==> src/rtl/conbus_slvdec.sv <==
// Slave-side decoder for the conbus: maps the granted master's adr[31:29] onto 8 slave slots,
// holds a one-hot select for the cycle, routes the ack back and terminates bad cycles with err.

module conbus_slvdec_slot #(
  parameter logic [2:0] SLOT = 3'd0
) (
  input  logic [2:0] idx,
  input  logic       sel,
  input  logic       ack,
  output logic       dec,
  output logic       ack_gated
);
  assign dec       = (idx == SLOT);
  assign ack_gated = sel & ack;
endmodule

module conbus_slvdec #(
  parameter logic [7:0] SLAVE_MASK = 8'hFF,
  parameter logic [7:0] TIMEOUT    = 8'd255
) (
  input  logic        sys_clk,
  input  logic        sys_rst_n,
  input  logic [31:0] m_adr,
  input  logic        m_cyc,
  input  logic        m_stb,
  input  logic [7:0]  s_ack,
  output logic [7:0]  s_sel,
  output logic        m_ack,
  output logic        m_err,
  output logic [7:0]  err_cnt
);
  localparam int NUM_SLOTS = 8;

  typedef enum logic [1:0] {IDLE, ACTIVE, ERR, DRAIN} state_t;

  state_t                 state, state_nxt;
  logic [7:0]             cnt, cnt_nxt;
  logic [NUM_SLOTS-1:0]   sel_nxt;
  logic [NUM_SLOTS-1:0]   idx_dec, ack_gated;
  logic [2:0]             idx;
  logic                   hit, slot_ok, at_limit;
  logic                   unused_adr;

  assign idx        = m_adr[31:29];
  assign unused_adr = ^m_adr[28:0];
  assign hit        = m_cyc & m_stb;

  for (genvar i = 0; i < NUM_SLOTS; i++) begin : g_slot
    conbus_slvdec_slot #(.SLOT(3'(i))) u_slot (
      .idx       (idx),
      .sel       (s_sel[i]),
      .ack       (s_ack[i]),
      .dec       (idx_dec[i]),
      .ack_gated (ack_gated[i])
    );
  end

  assign slot_ok  = |(idx_dec & SLAVE_MASK);
  assign at_limit = (cnt == TIMEOUT - 8'd1);
  // Only the selected slot's ack can reach the master, and only while a cycle is live.
  assign m_ack    = (state == ACTIVE) & |ack_gated;

  always_comb begin
    state_nxt = state;
    sel_nxt   = s_sel;
    cnt_nxt   = cnt;
    case (state)
      IDLE: begin
        if (hit) begin
          if (slot_ok) begin
            state_nxt = ACTIVE;
            sel_nxt   = idx_dec;
            cnt_nxt   = 8'd0;
          end else begin
            state_nxt = ERR;
          end
        end
      end
      ACTIVE: begin
        if (!m_cyc) begin
          state_nxt = IDLE;
          sel_nxt   = '0;
        end else if (m_stb && (s_sel != idx_dec)) begin
          state_nxt = ERR;
          sel_nxt   = '0;
        end else if (m_ack) begin
          cnt_nxt = 8'd0;
        end else if (m_stb) begin
          if (at_limit) begin
            state_nxt = ERR;
            sel_nxt   = '0;
          end else begin
            cnt_nxt = cnt + 8'd1;
          end
        end
      end
      ERR: begin
        sel_nxt   = '0;
        state_nxt = m_cyc ? DRAIN : IDLE;
      end
      DRAIN: begin
        sel_nxt = '0;
        if (!m_cyc) state_nxt = IDLE;
      end
      default: begin
        state_nxt = IDLE;
        sel_nxt   = '0;
      end
    endcase
  end

  always_ff @(posedge sys_clk or negedge sys_rst_n) begin
    if (!sys_rst_n) begin
      state   <= IDLE;
      s_sel   <= '0;
      cnt     <= 8'd0;
      m_err   <= 1'b0;
      err_cnt <= 8'd0;
    end else begin
      state <= state_nxt;
      s_sel <= sel_nxt;
      cnt   <= cnt_nxt;
      m_err <= (state_nxt == ERR);
      if ((state == ERR) && (err_cnt != 8'hFF)) err_cnt <= err_cnt + 8'd1;
    end
  end
endmodule

==> config.mk <==
export PLATFORM = sky130hd
export DESIGN_NAME = conbus_slvdec
export DESIGN_NICKNAME = d
export VERILOG_FILES = /design/src/rtl/conbus_slvdec.sv
export SDC_FILE = /design/constraint.sdc
export NUM_CORES = 1
export LEC_CHECK = 0
export BUFFER_PORTS_ARGS = -buffer_cell sky130_fd_sc_hd__buf_4
export CORE_ASPECT_RATIO = 0.5
export CORE_MARGIN = 8
export CORE_UTILIZATION = 35
export DETAILED_ROUTE_END_ITERATION = 10
export HOLD_SLACK_MARGIN = 0.03
export PLACE_DENSITY = 0.64
export SYNTH_ARGS = -nofsm -noshare
export SYNTH_HDL_FRONTEND = slang
export SYNTH_HIERARCHICAL = 1
export SYNTH_SLANG_ARGS = --single-unit
export TNS_END_PERCENT = 30
==> constraint.sdc <==
create_clock -name sys_clk -period 7.2 [get_ports sys_clk]
set_input_delay 1.8 -clock sys_clk [delete_from_list [all_inputs] [get_ports sys_clk]]
set_output_delay 1.8 -clock sys_clk [all_outputs]
set_load 0.005 [all_outputs]
== After elaboration in Yosys (flattened, before gate mapping) ==
Cells that the tools add are included.

* Memories: 0
* Bits in latches: 0
* Logic and storage cells: 76
* Register bits after elaboration: 27
* Output and inout port bits: 18
* ROM bits: 0
* Bits of input ports: 44
* Bits in writable memories: 0

* Eq/ne operators: 23
* Multiplexer cells: 26
* Shift-type cells: 0
* Div/mod/pow operators: 0
* $mul: 0
* $lt $le $gt $ge: 0
* Bitwise operators: 10
* Reductions and logical operators: 10
* Add/sub/neg operators: 2

{| class="wikitable"
|+ Operator list
! kind !! count
|-
| two-way mux 8 bit || 14
|-
| one-hot mux 8 bit (3 select lines) || 1
|-
| two-way mux 2 bit || 9
|-
| adder 8 x 1 -> 8 bit, second input constant || 2
|-
| one-hot mux 8 bit (2 select lines) || 1
|-
| OR reduction 8 bit || 2
|-
| equality test 3 bit, second input constant || 4
|-
| inequality test 4 x 3 -> 1 bit, second input constant || 3
|-
| AND 1 bit || 10
|-
| equality test 8 bit, second input constant || 1
|-
| inequality test 2 bit, second input constant || 4
|-
| inequality test 8 bit || 1
|-
| inequality test 8 bit, second input constant || 1
|-
| one-hot mux 2 bit (4 select lines) || 1
|-
| AND reduction 7 bit || 1
|-
| equality test 2 bit, second input constant || 3
|-
| equality test 3 x 2 -> 1 bit, second input constant || 2
|-
| inequality test 3 bit, second input constant || 2
|-
| AND reduction 5 bit || 1
|-
| equality test 3 x 1 -> 1 bit, second input constant || 1
|-
| logical NOT 3 bit || 1
|-
| equality test 2 x 1 -> 1 bit, second input constant || 1
|-
| logical AND 1 bit || 2
|-
| logical NOT 2 bit || 1
|-
| 2 further kinds || 2
|}

== Logic depth before layout (Yosys ltp) ==
Gate-level depths: netlist of the first run.

* Depth in word-level cells: 8
* Mapped depth: 7
* Depth with buffers taken out: 7

== Hierarchy ==
The synthesis of the first run kept the hierarchy.

{| class="wikitable"
|+ Modules (own cells, without submodules)
! module !! instances !! cells each !! sequential area each (sq um) !! area an instance (sq um)
|-
| conbus_slvdec || 1 || 146 || 675.6 || 1468.9
|-
| conbus_slvdec_slot (g_slot[1].u_slot ...) || 3 || 2 || 0.0 || 18.8
|-
| conbus_slvdec_slot (g_slot[3].u_slot ...) || 3 || 2 || 0.0 || 15.0
|-
| conbus_slvdec_slot (g_slot[0].u_slot) || 1 || 2 || 0.0 || 16.3
|-
| conbus_slvdec_slot (g_slot[7].u_slot) || 1 || 2 || 0.0 || 12.5
|}

== Worst setup path after synthesis of the first run ==
No wires, ideal clock.

* Kind: in2out
* Start: input s_ack[5]
* End: output m_ack
* Stages on the path: 4
* Path buffers: 0
* Slack: 2.760 ns
* Data required time: 5.400 ns
* Arrival time: 2.640 ns
* Path through: and2_1 -> or4_4 -> nor2_1 -> nor2_1

* Cells in the longest elaborated chain, start to end: 3

{| class="wikitable"
|+ RTL lines
! what !! RTL line !! text
|-
| from (decl) || 26 || <nowiki>input logic [7:0] s_ack,</nowiki>
|-
| AND 1 bit || 14 || <nowiki>assign ack_gated = sel & ack;</nowiki>
|-
| OR reduction 8 bit || 61 || <nowiki>assign m_ack = (state == ACTIVE) & |ack_gated;</nowiki>
|-
| AND 1 bit || 61 ||
|-
| to (decl) || 28 || <nowiki>output logic m_ack,</nowiki>
|}

No other way between the ends.

== Worst setup path in the final report of the first run ==
* Start: input s_ack[1]
* End: output m_ack

* Cells in the longest elaborated chain, start to end: 3

{| class="wikitable"
|+ RTL lines
! what !! RTL line !! text
|-
| AND 1 bit || 14 ||
|-
| via ack_gated[1] || 39 || <nowiki>logic [NUM_SLOTS-1:0] idx_dec, ack_gated;</nowiki>
|-
| OR reduction 8 bit || 61 ||
|-
| AND 1 bit || 61 ||
|}

The timed path passes the listed nets, and every way through them passes these cells.

==> results of run 1 <==
## synthesized netlist by cell type (2+ instances only)
library cell and n:
nand3_1 7, clkbuf_1 2, nand4_1 4, inv_1 4, a31oi_1 10, dfrtp_1 27, o211ai_1 2, nand2b_1 2
and3_1 3, nor3b_2 3, a22o_1 8, nor3_1 2, mux2_2 2, nand2_1 8, a21oi_1 7, and3b_1 4
xor2_1 5, ha_1 3, o21a_1 4, nor4_1 2, and2_1 8, nor2_1 17, xnor2_1 10
## power groups by stage
| stage | logic (W) | registers [W] | clock network [W] |
|---|---|---|---|
| after global placement | 0.000113 | 0.000202 | 0 |
| after CTS | 0.000116 | 0.000201 | 0.0000877 |
| after detailed placement | 0.000115 | 0.000204 | 0 |
| final | 0.000114 | 0.000201 | 0.0000856 |
| after floorplan | 0.0000678 | 0.000198 | 0 |
| after global routing | 0.000128 | 0.000205 | 0.0000958 |
## how the worst min path moves through the flow
| stage | cells past startpoint | endpoint | startpoint | slack (ns) |
|---|---|---|---|---|
| after global placement | 1 | err_cnt[7] | err_cnt[7] | 0.48 |
| final | 1 | err_cnt[7] | err_cnt[7] | 0.52 |
| after CTS | 1 | err_cnt[7] | err_cnt[7] | 0.51 |
| after detailed placement | 1 | err_cnt[7] | err_cnt[7] | 0.50 |
| after global routing | 1 | err_cnt[6] | err_cnt[6] | 0.53 |
| after floorplan | 1 | err_cnt[6] | err_cnt[6] | 0.48 |
## kinds of logic after synthesis
family | Yosys count | synth area share, %
xor+xnor | 15 | 8.22
simple gates | 67 | 25.0
flops | 27 | 42.3
mux | 3 | 2.03
buf+inv | 7 | 2.11
compound gates | 40 | 18.1
fa+ha+maj | 3 | 2.35
## layout make-up
| cell class | count | area [um2] |
|---|---|---|
| Tap cell | 57 | 71.3 |
| Clock buffer | 4 | 45.0 |
| Fill cell | 416 | 2470 |
| Timing Repair Buffer | 32 | 240 |
| Multi-Input combinational cell | 128 | 890 |
| Sequential cell | 27 | 676 |
| Inverter | 4 | 15.0 |
## registers in the layout, summed over array words and instances (netlist names)
name / flops
cnt: 8
err_cnt: 8
m_err: 1
s_sel: 8
state: 2
## through the flow
stage | hold slack [ns] | utilization (%)
2_1_floorplan | 0.485 | -
3_3_place_gp | 0.483 | 43.0
3_5_place_dp | 0.497 | 43.0
4_1_cts | 0.512 | 44.0
5_1_grt | 0.531 | 44.0
6_report | 0.518 | 44.0
## worst reg2reg max path, stage by stage (launching register included)
cell and delay [ns]:
dfrtp_1 0.43, and2_1 0.17, or4_1 0.60, or3_1 0.48, nor4_4 0.44, a41oi_1 0.17
a31oi_1 0.15
## layer usage
| metal | GRT usage [%] | wire, um |
|---|---|---|
| met4 | 3.37 | 34 |
| met2 | 15.9 | 1590 |
| met3 | 1.87 | 88 |
| met1 | 14.3 | 1850 |
| met5 | 0 | 0 |
==> results.txt, run 1 <==
number of CTS-inserted buffers: 3
antenna violations before repair: 0
clock insertion delay at the later pin of the skew report: 0.27 ns
port bufs: 32
Final Critical Period: 4.77 ns
R2R depth: 6
pre-CTS WS: 2.43 ns
R2R Setup Slk: 4.69 ns
design area: 1940 um2
final worst-path cycle share: 66.2%
Tightest Pin Transition: 0.863 ns
crit path DAT: 2.97 ns
Seq/Total Area, Yosys: 42.3%
CP peak stage delay: 0.60 ns
VDD IR max: 0.0000875 V
EDFF count, synth: 0
first-pass GRT wire length: 6280 um
overall power: 0.000401 W
post-DR wirelength/cell: 14.1 um
Reg clk slew, reported paths: 0.09 ns
setup ws final: 2.43 ns
drt first pass iters: 4
synth top area cells: dfrtp_1, xnor2_1, a22o_1
combinational share of power: 28.4%
fmax: 0.210 GHz
#FFs+latches synth: 27
Area Growth Syn to Fin: 21.1%
Slew Limit Fails: 0
RSZ-0062 raised after global routing: false
final hold vios: 0
Critical R2R Launch: s_sel[1]
reg-to-reg endpoint: cnt[4]
I/O pin total: 62
share of cells above drive strength 1: 23.1%
sequential share of power: 50.2%
width of the die: 112 um
initial core utilization: 36.3%
antenna viol nets, final: 0
Initial DRC Count: 79
clock skew: 0.00297 ns
Row Count: 17
most frequent cells in the layout: buf_4, dfrtp_1, nor2_1
ys flop type: dfrtp_1
HPWL after DPL: 2730 um
slew margin rel.: 42.0%
Switch Pwr: 0.000131 W
placement-stage cell area: 1890 um2
post-synth top area share: 42.3%
Non-Filler Instances: 252
dpl cells: 248
Post-Syn Nets: 209
Synth area leader: dfrtp_1
Syn Std Cell Area: 1600 um2
slowest CP cell: or4_1
Synth cell types: 41
CTS Root Cell: clkbuf_8
core area: 4400 um2
WS Path Type: in2out
via count: 1348
die area: 7120 um2
crit path max fanout: 3
CTS Hold Buffers Added: 0
Sw Ratio: 32.6%
H-tree levels: 1
vias in the first global route: 1330
clock power share: 21.3%
Critical Path End Type: primary output
commonest non-fill, non-tap cell in the layout: buf_4
power per standard cell area: 207 nW/um2
max-cap violations: 0
nets@finish: 243
number of setup buffers added after CTS: 0
vias per cell: 5.35
gpl congestion: 0.796
final WL: 3560 um
drt drc: 0
asr flop ratio synth: 100%
status: finished clean
Leak: 0.911 nW
CTS tree: done
final setup vio count: 0
Post-Syn Instances: 162
Hold Crit Class: reg2reg
CTS sink count: 27
height of the die: 63.8 um
Final TNS setup: 0 ns
Buf/Inv on CP: 2
delay-heaviest family, CP: simple AND/OR/NAND/NOR gates
post-CTS sizing: 0
worst-path cell chain: buf_4 > and2_1 > or4_1 > nor2_1 > nor2_1 > buf_4
clock buffer depth: 2
syn_area_per_cell: 9.87 um2
startpoint types: input pin
CP endpoint: m_ack
ant diodes: 0
Levels on crit path: 6
all-layer global routing usage: 10.3%
crit path launch: s_ack[1]
Critical Path RT: 5.40 ns
internal power: 0.000270 W
GRT overflow: 0
pin count of the biggest net entering global routing: 28
Syn. warnings: 6
Note: power is estimated with default switching activity, not from simulation.
==> run 2: changes to the inputs <==
Settings changed: PLACE_DENSITY 0.64 to 0.66.
Clock period 7.2 ns to 4 ns, I/O delays scaled along.
==> run 2 against run 1 <==
Cell count stayed put. Non-clock buffer count did not move. Die area unchanged. Combinational power increased by 80%. Sequential share of layout area is the same. Clock-buffer cell count stayed put. Clock power increased by 80%. Global-route usage shrank 0.20 points. Final area unchanged. Sequential power increased by 80%. First-iteration DRC count rose by 65%. Critical path depth unchanged. Critical endpoint unchanged. Largest power group unchanged.
==> results.txt, run 2 (synthesis results as in run 1) <==
status: finished clean
vias in the first global route: 1308 (-1.7%)
number of CTS-inserted buffers: 3 (unchanged)
share of cells above drive strength 1: 23.1% (unchanged)
WS Path Type: in2out
RSZ-0062 raised after global routing: false
delay-heaviest family, CP: simple AND/OR/NAND/NOR gates
Final TNS setup: 0 ns (unchanged)
final setup vio count: 0 (unchanged)
post-CTS sizing: 0 (unchanged)
drt first pass iters: 4 (unchanged)
gpl congestion: 0.825 (+3.7%)
Buf/Inv on CP: 2 (unchanged)
CTS tree: done
antenna viol nets, final: 0 (unchanged)
commonest non-fill, non-tap cell in the layout: buf_4
CP peak stage delay: 0.60 ns (about the same)
Tightest Pin Transition: 0.888 ns (+0.0255 ns)
most frequent cells in the layout: buf_4, dfrtp_1, nor2_1
pin count of the biggest net entering global routing: 28 (unchanged)
HPWL after DPL: 2740 um (+0.57%)
height of the die: 63.8 um (unchanged)
port bufs: 32 (unchanged)
final hold vios: 0 (unchanged)
final WL: 3520 um (-0.93%)
I/O pin total: 62 (unchanged)
fillers: 405 (-2.6%)
worst-path cell chain: buf_4 > and2_1 > or4_1 > nor2_1 > nor2_1 > buf_4
number of setup buffers added after CTS: 0 (unchanged)
R2R Setup Slk: 1.46 ns (-3.23 ns)
clock insertion delay at the later pin of the skew report: 0.27 ns (about the same)
Reg clk slew, reported paths: 0.09 ns (about the same)
post-DR wirelength/cell: 14.0 um (-0.93%)
Slew Limit Fails: 0 (unchanged)
via count: 1346 (-0.15%)
CTS Hold Buffers Added: 0 (unchanged)
Initial DRC Count: 130 (+65%)
final worst-path cycle share: 79.5%
GRT overflow: 0 (unchanged)
clock buffer depth: 2 (unchanged)
nets@finish: 243 (unchanged)
ant diodes: 0 (unchanged)
width of the die: 112 um (unchanged)
initial core utilization: 36.3% (unchanged)
VDD IR max: 0.000149 V (+71%)
slowest CP cell: or4_1
core area: 4400 um2 (unchanged)
Row Count: 17 (unchanged)
crit path max fanout: 3 (unchanged)
Non-Filler Instances: 252 (unchanged)
drt drc: 0 (unchanged)
CTS sink count: 27 (unchanged)
startpoint types: input pin
all-layer global routing usage: 10.1% (-0.20 points)
Critical Path RT: 3.00 ns (-2.40 ns)
area occupied by multi-input gates: 890 um2 (unchanged)
Hold Crit Class: reg2reg
antenna violations before repair: 0 (unchanged)
die area: 7120 um2 (unchanged)
vias per cell: 5.34 (-0.15%)
H-tree levels: 1 (unchanged)
fmax: 0.314 GHz
pre-CTS WS: 0.824 ns (-1.60 ns)
crit path DAT: 2.18 ns (-0.79 ns)
CTS Root Cell: clkbuf_8
Critical Path End Type: primary output
Leak: 0.911 nW (unchanged)
biggest regs: cnt (8), err_cnt (8), s_sel (8)
first-pass GRT wire length: 6120 um (-2.5%)
setup ws final: 0.820 ns (-1.61 ns)
slew margin rel.: 40.3% (-1.7 points)
power per standard cell area: 372 nW/um2 (+80%)
dpl cells: 248 (unchanged)
Final Critical Period: 3.18 ns
register area: 676 um2 (unchanged)
Area Growth Syn to Fin: 21.1% (unchanged)
clock skew: 0.00283 ns (-0.000131 ns)
max-cap violations: 0 (unchanged)
==> run 2: worst reg2reg max path, stage by stage (launching register included) <==
cell and delay, ns:
dfrtp_1 0.43, and2_1 0.17, or4_1 0.60, or3_1 0.49, nor4_4 0.46, a41oi_1 0.17, a31oi_1 0.15
==> run 2: layer usage <==
metal  vias up  track usage, %  wire (um)
li1        664               -          -
met1       655            12.6       1690
met2        25            17.5       1690
met3         2            1.97         99
met4         0            3.04         36
met5         -               0          0
==> run 2: report_power, final <==
group	internal, W	total, W	switching (W)	leakage (nW)
registers	0.000310	0.000361	0.0000518	0.366
clock network	0.0000714	0.000154	0.0000830	0.0228
logic	0.000105	0.000205	0.0000993	0.523
==> run 2: per-stage QoR <==
step	power [W]	utilization, %	instance area, um2	hold WS [ns]
final	0.000720	44.0	1940	0.502
after global routing	0.000765	44.0	1940	0.531
after CTS	0.000726	44.0	1940	0.509
after detailed placement	0.000573	43.0	1890	0.497
after global placement	0.000567	43.0	1890	0.481
after floorplan	0.000479	-	1600	0.485
==> run 2: worst paths after layout <==
path,from,cells after the start,endpoint
worst max-delay path,s_ack[1],6,m_ack
worst min-delay path,err_cnt[6],1,err_cnt[6]
worst max register to register,s_sel[1],6,cnt[4]
worst min register to register,err_cnt[6],1,err_cnt[6]
max in group asynchronous,sys_rst_n,1,err_cnt[0]
min in group asynchronous,sys_rst_n,1,err_cnt[1]
==> run 2: cell type report <==
cell class	count	area share [%]
Clock buffer	4	2.33
Inverter	4	0.775
Multi-Input combinational cell	128	45.9
Sequential cell	27	34.9
Tap cell	57	3.68
Timing Repair Buffer	32	12.4
==> run 3: changes to the inputs <==
Settings changed: PLACE_DENSITY 0.66 to 0.64.
Clock period 4 ns to 3.2 ns, I/O delays scaled along.
==> run 3 against run 2 <==
Core utilization rose by 0.17 points. Sequential power increased by 25%. Clock-buffer cell count is the same. Die area is the same. Non-clock buffer count increased by 1. Critical path depth is the same. Final area increased by 0.39%. Clock power grew 23%. Global-route usage up 0.22 points. Critical endpoint unchanged.
==> results.txt, run 3 (synthesis results as in run 1) <==
Reg clk slew, reported paths: 0.09 ns (about the same)
Tightest Pin Transition: 0.944 ns (+0.0556 ns)
sequential share of power: 50.1% (about the same)
WS Path Type: in2out
final hold vios: 0 (unchanged)
clock buffer depth: 2 (unchanged)
CTS tree: done
Initial DRC Count: 105 (-19%)
via count: 1345 (-0.074%)
combinational share of power: 29.0% (+0.6 points)
first-pass GRT wire length: 6240 um (+2.0%)
startpoint types: input pin
reg-to-reg endpoint: cnt[4]
final WL: 3670 um (+4.2%)
height of the die: 63.8 um (unchanged)
pin count of the biggest net entering global routing: 28 (unchanged)
fillers: 421 (+4.0%)
Critical R2R Launch: s_sel[1]
status: finished clean
final setup vio count: 0 (unchanged)
port bufs: 32 (unchanged)
vias per cell: 5.32 (-0.47%)
ant diodes: 0 (unchanged)
Slew Limit Fails: 0 (unchanged)
I/O pin total: 62 (unchanged)
final worst-path cycle share: 86.4%
crit path DAT: 1.97 ns (-0.21 ns)
RSZ-0062 raised after global routing: false
clock skew: 0.00118 ns (-0.00165 ns)
crit path max fanout: 3 (unchanged)
core area: 4400 um2 (unchanged)
Hold Crit Class: in2async
all-layer global routing usage: 10.3% (+0.22 points)
width of the die: 112 um (unchanged)
initial core utilization: 36.3% (unchanged)
commonest non-fill, non-tap cell in the layout: buf_4
biggest regs: cnt (8), err_cnt (8), s_sel (8)
CTS Hold Buffers Added: 0 (unchanged)
power per standard cell area: 466 nW/um2 (+25%)
HPWL after DPL: 2830 um (+3.1%)
drt drc: 0 (unchanged)
drt first pass iters: 4 (unchanged)
die area: 7120 um2 (unchanged)
Row Count: 17 (unchanged)
CTS sink count: 27 (unchanged)
gpl congestion: 0.795 (-3.7%)
share of cells above drive strength 1: 23.5% (+0.39 points)
antenna viol nets, final: 0 (unchanged)
Final Critical Period: 2.77 ns
Switch Pwr: 0.000295 W (+26%)
H-tree levels: 1 (unchanged)
max-cap violations: 0 (unchanged)
Final TNS setup: 0 ns (unchanged)
vias in the first global route: 1338 (+2.3%)
post-DR wirelength/cell: 14.5 um (+3.8%)
slew margin rel.: 36.6% (-3.7 points)
clock power share: 20.9% (-0.5 points)
VDD IR max: 0.000153 V (+2.4%)
Leak: 0.916 nW (+0.48%)
R2R depth: 6 (unchanged)
Sw Ratio: 32.6% (+0.081 points)
Critical Path End Type: primary output
most frequent cells in the layout: buf_4, dfrtp_1, nor2_1
worst hold margin: 0.428 ns (-0.0743 ns)
clock insertion delay at the later pin of the skew report: 0.27 ns (about the same)
number of CTS-inserted buffers: 3 (unchanged)
antenna violations before repair: 0 (unchanged)
number of setup buffers added after CTS: 0 (unchanged)
Critical Path RT: 2.40 ns (-0.60 ns)
Area Growth Syn to Fin: 21.6%
R2R Setup Slk: 0.76 ns (-0.70 ns)
CTS Root Cell: clkbuf_8
nets@finish: 244 (+0.41%)
internal power: 0.000610 W (+26%)
post-CTS sizing: 0 (unchanged)
GRT overflow: 0 (unchanged)
fmax: 0.362 GHz
## run 3: changes by cell type in the layout (fill, tap and decap cells not counted)
cell,before,now
buf_4,32,33
## run 3: per-stage QoR
stage	total power (W)	setup WS, ns	std cells	utilization (%)	area [um2]
6_report	0.000905	0.435	253	44.2	1940
5_1_grt	0.000971	0.370	253	44.2	1940
4_1_cts	0.000917	0.426	253	44.2	1940
3_5_place_dp	0.000724	0.318	249	43.1	1900
3_3_place_gp	0.000712	0.345	249	43.1	1900
2_1_floorplan	0.000599	0.566	162	-	1600
## run 3: area by class of cell
type                       count  area [um2]  share of cell area (%)
clock buffer                   4        45.0                    2.32
inverter                       4        15.0                   0.772
multi-input combinational    128         890                    45.8
sequential                    27         676                    34.7
tap                           57        71.3                    3.67
timing repair buffer          33         248                    12.7
## run 3: worst max path at each step
stage	from	end	slack, ns	cells past startpoint
floorplan	s_ack[5]	cnt[4]	0.57	7
global placement	s_ack[1]	cnt[4]	0.34	7
detailed placement	s_ack[1]	cnt[4]	0.32	7
CTS	s_ack[1]	m_ack	0.43	6
global route	s_ack[1]	m_ack	0.37	6
finish	s_ack[1]	m_ack	0.43	6
## run 3: worst max-delay path, stage by stage
cell	delay [ns]
buf_4	0.10
and2_1	0.12
or4_1	0.60
nor2_1	0.16
nor2_1	0.06
buf_4	0.13
## run 3: per-layer routing
layer / up-vias / GRT usage (%) / share of wire (%)
li1: 662 / - / -
met1: 653 / 13.3 / 50
met2: 28 / 17.0 / 46
met3: 2 / 2.53 / 3.2
met4: 0 / 2.70 / 0.84
met5: - / 0 / 0
## run 3: power by group through the flow
stage / combinational [W] / clock (W) / sequential, W
after floorplan: 0.000152 / 0 / 0.000447
after CTS: 0.000266 / 0.000199 / 0.000452
after global placement: 0.000257 / 0 / 0.000455
final: 0.000262 / 0.000189 / 0.000453
after detailed placement: 0.000264 / 0 / 0.000459
after global routing: 0.000291 / 0.000215 / 0.000466
